File: src/rtl/serial_tx_if.sv
// Handshake and line signals between a word source and the serial transmitter.
// The source side (master) offers words; the transmitter (slave) drives the line and status.
interface serial_tx_if #(
  parameter int unsigned DATA_WIDTH = 8
);
  logic [DATA_WIDTH-1:0] data_in;
  logic                  valid;
  logic                  ready;
  logic                  tx;
  logic                  busy;
  logic                  done;

  modport master (
    output data_in,
    output valid,
    input  ready,
    input  tx,
    input  busy,
    input  done
  );

  modport slave (
    input  data_in,
    input  valid,
    output ready,
    output tx,
    output busy,
    output done
  );
endinterface

File: src/rtl/serial_tx.sv
// Parallel-in, serial-out frame transmitter: start bit, DATA_WIDTH data bits LSB first,
// stop bit, each held CLKS_PER_BIT cycles. All outputs are registered.
module serial_tx #(
  parameter int unsigned DATA_WIDTH   = 8,
  parameter int unsigned CLKS_PER_BIT = 4
) (
  input logic        clk,
  input logic        rst,
  serial_tx_if.slave bus
);

  localparam int unsigned CycW = $clog2(CLKS_PER_BIT) + 1;
  localparam int unsigned BitW = $clog2(DATA_WIDTH) + 1;
  localparam logic [CycW-1:0] CycLast = CycW'(CLKS_PER_BIT - 1);
  localparam logic [BitW-1:0] BitLast = BitW'(DATA_WIDTH - 1);

  typedef enum logic [1:0] {StIdle, StStart, StData, StStop} state_e;

  state_e                state_q;
  logic [DATA_WIDTH-1:0] shift_q;
  logic [DATA_WIDTH-1:0] shift_nxt;
  logic [CycW-1:0]       cyc_q;
  logic [BitW-1:0]       bit_q;
  logic                  tx_q;
  logic                  ready_q;
  logic                  busy_q;
  logic                  done_q;
  logic                  bit_end;

  assign shift_nxt = shift_q >> 1;
  assign bit_end   = (cyc_q == CycLast);

  always_ff @(posedge clk) begin
    if (rst) begin
      state_q <= StIdle;
      shift_q <= '0;
      cyc_q   <= '0;
      bit_q   <= '0;
      tx_q    <= 1'b1;
      ready_q <= 1'b1;
      busy_q  <= 1'b0;
      done_q  <= 1'b0;
    end else begin
      done_q <= 1'b0;
      unique case (state_q)
        StIdle: begin
          if (bus.valid) begin
            shift_q <= bus.data_in;
            cyc_q   <= '0;
            bit_q   <= '0;
            tx_q    <= 1'b0;
            ready_q <= 1'b0;
            busy_q  <= 1'b1;
            state_q <= StStart;
          end
        end
        StStart: begin
          if (bit_end) begin
            cyc_q   <= '0;
            bit_q   <= '0;
            tx_q    <= shift_q[0];
            state_q <= StData;
          end else begin
            cyc_q <= cyc_q + CycW'(1);
          end
        end
        StData: begin
          if (bit_end) begin
            cyc_q <= '0;
            if (bit_q == BitLast) begin
              bit_q   <= '0;
              tx_q    <= 1'b1;
              state_q <= StStop;
            end else begin
              // Next bit goes on the line in the same edge that shifts it into place.
              bit_q   <= bit_q + BitW'(1);
              shift_q <= shift_nxt;
              tx_q    <= shift_nxt[0];
            end
          end else begin
            cyc_q <= cyc_q + CycW'(1);
          end
        end
        StStop: begin
          if (bit_end) begin
            cyc_q   <= '0;
            tx_q    <= 1'b1;
            ready_q <= 1'b1;
            busy_q  <= 1'b0;
            done_q  <= 1'b1;
            state_q <= StIdle;
          end else begin
            cyc_q <= cyc_q + CycW'(1);
          end
        end
        default: begin
          state_q <= StIdle;
          cyc_q   <= '0;
          bit_q   <= '0;
          tx_q    <= 1'b1;
          ready_q <= 1'b1;
          busy_q  <= 1'b0;
        end
      endcase
    end
  end

  assign bus.tx    = tx_q;
  assign bus.ready = ready_q;
  assign bus.busy  = busy_q;
  assign bus.done  = done_q;

endmodule

File: src/flat_wrapper.sv
// flat-port wrapper written by rule: the top's interface ports become plain ports
module serial_tx_flat 
#(
  parameter int unsigned DATA_WIDTH   = 8,
  parameter int unsigned CLKS_PER_BIT = 4
)
  (clk, rst, bus_data_in, bus_valid, bus_ready, bus_tx, bus_busy, bus_done);
  serial_tx_if #(.DATA_WIDTH(DATA_WIDTH)) bus_i ();
  input logic clk;
  input logic rst;
  input wire logic [$bits(bus_i.data_in)-1:0] bus_data_in;
  input wire logic [$bits(bus_i.valid)-1:0] bus_valid;
  output wire logic [$bits(bus_i.ready)-1:0] bus_ready;
  output wire logic [$bits(bus_i.tx)-1:0] bus_tx;
  output wire logic [$bits(bus_i.busy)-1:0] bus_busy;
  output wire logic [$bits(bus_i.done)-1:0] bus_done;
  assign bus_i.data_in = bus_data_in;
  assign bus_i.valid = bus_valid;
  assign bus_ready = bus_i.ready;
  assign bus_tx = bus_i.tx;
  assign bus_busy = bus_i.busy;
  assign bus_done = bus_i.done;
  serial_tx #(.DATA_WIDTH(DATA_WIDTH), .CLKS_PER_BIT(CLKS_PER_BIT)) u_core (.clk(clk), .rst(rst), .bus(bus_i));
endmodule
File: config.mk
export PLATFORM = sky130hd
export DESIGN_NAME = serial_tx_flat
export DESIGN_NICKNAME = d
export VERILOG_FILES = /design/src/rtl/serial_tx_if.sv /design/src/rtl/serial_tx.sv /design/src/flat_wrapper.sv
export SDC_FILE = /design/constraint.sdc
export NUM_CORES = 1
export LEC_CHECK = 0
export ABC_CLOCK_PERIOD_IN_PS = 1720
export BUFFER_PORTS_ARGS = -buffer_cell sky130_fd_sc_hd__buf_2
export CAP_MARGIN = 40
export CORE_MARGIN = 2
export CORE_UTILIZATION = 50
export CTS_CLUSTER_DIAMETER = 40
export CTS_CLUSTER_SIZE = 16
export DETAILED_ROUTE_END_ITERATION = 8
export PLACE_DENSITY = 0.7
export RECOVER_POWER = 50
export SYNTH_ARGS = -nofsm -noshare
export SYNTH_HDL_FRONTEND = slang
export SYNTH_SLANG_ARGS = --single-unit
File: constraint.sdc
create_clock -name clk -period 1.72 [get_ports clk]
set_input_delay 0.344 -clock clk [delete_from_list [all_inputs] [get_ports clk]]
set_output_delay 0.344 -clock clk [all_outputs]
set_load 0.005 [all_outputs]
==> out/results.tsv <==
stage	metric	value	unit
run_status	run_status	finished, violations left	
run_status	violations	negative setup slack	
power_and_ir_drop	combPwrFrac	62.8	%
power_and_ir_drop	ir_worst_vdd	1.23	mV
power_and_ir_drop	clockPowerShare	9.4	%
synthesis	register_bit_total_from_synthesis	21	
synthesis	netlist.top_cell.by_area	dfxtp_1	
timing	timing.final.hold_violations	0	
min_path	worstHoldPathType	primary input to flop	
placement	hpwlAfterDp	1630	um
finish	final_core_utilization	73.3	%
timing	post-route-worst-setup-slack	-58.1	ps
global_route	gr-usage-all-layers	20.0	%
drt	firstDrtPassIters	4	
global_route	overflow	0	
drt	post-route-drc-count	0	
timing	worst_slew_margin_rel	65.4	%
synthesis	syn_inst	119	
finish	finish.net_count	170	
placement	gpl_wtd_cong	0.794	
floorplanning	die_x	50.8	um
drt	viasPerCell	5.47	
worst_setup_path	worst_setup_ep_type	flop	
timing	finalClockSkew	14.1	ps
floorplanning	floorplan.die.height	50.8	um
timing	finalSetupTns	-164	ps
worst_setup_path	worstSetupPathType	flop to flop	
drt	post_drt_wl_per_cell	14.1	um
cts	clock_slew_at_the_register_clock_pins_of_the_worst_setup_and_hold_paths	120	ps
global_route	grt_start_max_net_pins	24	
synthesis	yosys.cell_types.count	37	
timing	maxSlewViolCount	0	
worst_setup_path	timing.reg2reg.worst_path_depth	7	
floorplanning	core.rowCount	16	
global_route	grt_pass1_wl	3930	um
global_route	first_global_vias	929	
floorplanning	ios	15	
power_and_ir_drop	swShare	38.2	%
power_and_ir_drop	p_int	1590	uW
worst_setup_path	worst_setup_path_start_kind	flop	
timing	worst_case_hold_slack	305	ps
finish	finalNonFillerCells	179	
global_route	initial_antenna_violation_count	0	
cts	worstSkewPairLatency	310	ps
timing	timing_worst_slew_pin_value	516	ps
drt	wirelength	2530	um
worst_setup_path	cp.required	1950	ps
worst_setup_path	timing.critical_path.arrival	2010	ps
drt	vias	979	
synthesis	warnings_from_yosys	0	
power_and_ir_drop	power.density	1730	nW/um2
finish	insertedDiodeCount	0	
cts	cts_hold_buffers	0	
synthesis	synth.avg_cell_area	9.21	um2
timing	final_period_minus_worst_setup_slack	1780	ps
cts	cts_inserted_buffers	3	
cts	clock_sinks	21	
synthesis	synth-seq-area-share	38.4	%
timing	final_setup_violation_count	5	
placement	dp_cells	167	
synthesis	synth.cell_area	1100	um2
cts	cts_max_path_buffers	2	
synthesis	synth.top_cell.area_share	38.4	%
drt	ant_nets	0	
finish	area_delta_synth_final	35.3	%
floorplanning	placeableCoreArea	2020	um2
drt	drt_iter0_markers	19	
worst_setup_path	worst-path-max-fanout	6	
synthesis	number_of_synthesized_flops_with_an_enable_pin	0	
cts	cell_chosen_for_the_clock_root	clkbuf_4	
power_and_ir_drop	p_seq_share	27.8	%
placement	buffer_ports.inserted	14	
synthesis	synth.net_count	136	
synthesis	yosys_most_used_dff	dfxtp_1	
cts	tritoncts	done	
power_and_ir_drop	power_switching	983	uW
synthesis	synth.top_cells.by_area	dfxtp_1, ha_1, mux2i_1	
timing	maximum_achievable_frequency	0.562	GHz
min_path	hold_depth	3	
timing	layout_worst_path_cycle_share	103	%
finish	drive_above_1_share	40.1	%
cts	ctsHtreeMaxLevel	1	
power_and_ir_drop	power.leakage	0.000601	uW
job	max_cap_violations	0	
timing	setup_repair_after_global_routing_missed_its_margin	yes	
floorplanning	die-area	2580	um2
floorplanning	floorplan.initialDensity	54.2	%
synthesis	synth-async-reset-ratio	0	%
## cell type report
class                           instances  area [um2]
Tap cell                               27        33.8
Sequential cell                        21         427
Fill cell                             148         539
Inverter                                2        12.5
Clock inverter                          1        5.00
Clock buffer                            3        22.5
Timing Repair Buffer                   35         273
Multi-Input combinational cell         90         709
## kinds of logic after synthesis
| group | synth area share [%] |
|---|---|
| multiplexers | 6.39 |
| XOR/XNOR | 0.799 |
| flip-flops | 38.4 |
| buffers and inverters | 3.88 |
| AND/OR/NAND/NOR | 23.2 |
| AO/OA/AOI/OAI | 20.5 |
| adder cells (fa/ha/maj) | 6.85 |
## metrics by stage
step / total power, uW / instance area, um2 / setup WS [ps]
floorplan: 1460 / 1100 / 4.12
global placement: 1790 / 1270 / 19.8
detailed placement: 1830 / 1270 / -58.3
CTS: 2170 / 1350 / 5.51
global route: 2760 / 1480 / -120
finish: 2570 / 1480 / -58.1
## synthesized netlist by cell type, types with 2 or more instances
cell,number
nor3_1,3
o21ai_0,2
a211oi_1,4
o21bai_1,2
mux2i_1,7
nand2_1,10
a211oi_2,3
clkbuf_1,2
dfxtp_1,21
or3_1,2
nor2_1,13
nand3_1,2
nor2b_1,4
nand2b_1,3
nand3b_1,4
or2_2,2
inv_1,2
ha_1,6
a21oi_1,9
## path summary, 6_finish.rpt
kind / end / from / slack, ps
hold reg to reg: u_core.bus.tx$_SDFFE_PP1P_ / u_core.bus.tx$_SDFFE_PP1P_ / 480
setup reg to reg: u_core.shift_q[0]$_SDFFE_PP0P_ / u_core.state_q[1]$_SDFFE_PP0P_ / -60
hold / removal: u_core.shift_q[7]$_SDFFE_PP0P_ / bus_data_in[7] / 300
setup / recovery: u_core.shift_q[0]$_SDFFE_PP0P_ / u_core.state_q[1]$_SDFFE_PP0P_ / -60
## critical path, stage by stage (launching register included)
cell	delay (ps)
dfxtp_4	400
inv_4	60
ha_4	170
nor2b_4	140
a2111oi_4	460
clkbuf_16	240
nor2_2	40
a211oi_1	180
## timing repair
item                                    in CTS  in global routing
pin swaps                                    3                  6
cloned                                       0                  1
resized for setup                           13                 16
setup buffers                                1                  6
endpoints found under the setup margin      12                 14
## placed cells by master, fill, tap and decap left out, types with 2 or more instances in the layout
cell      count
a21oi_1       8
inv_4         2
clkbuf_4      3
buf_2        14
nor2b_1       2
nand3_1       2
buf_4        15
dfxtp_2       2
o21bai_1      2
nand2_1      10
a211oi_2      4
mux2i_1       7
a211oi_1      3
or3_1         2
buf_6         4
ha_4          3
nor2_1       11
nand2b_1      2
nand3b_1      4
dfxtp_1      18
ha_1          3
nor3_1        3
## state kept, by name (all words and copies together), names as in the netlist
register and flops:
u_core.cyc_q 3, u_core.bus.ready 1, u_core.bus.tx 1, u_core.shift_q 8
u_core.bit_q 4, u_core.bus.done 1, u_core.state_q 2, u_core.bus.busy 1
## metal layers
metal	part of all wire, %	global-route usage, %
met1	45	22.7
met2	51	36.8
met3	2.8	6.14
met4	1.3	4.05
met5	0	0
## power by group through the flow
stage / Combinational, uW / Clock (uW) / Sequential [uW]
2_1_floorplan: 778 / 0 / 686
5_1_grt: 1760 / 269 / 727
6_report: 1620 / 241 / 716
3_3_place_gp: 1090 / 0 / 692
4_1_cts: 1220 / 250 / 702
3_5_place_dp: 1130 / 0 / 697
No activity file was read; power rests on OpenSTA's default activity.
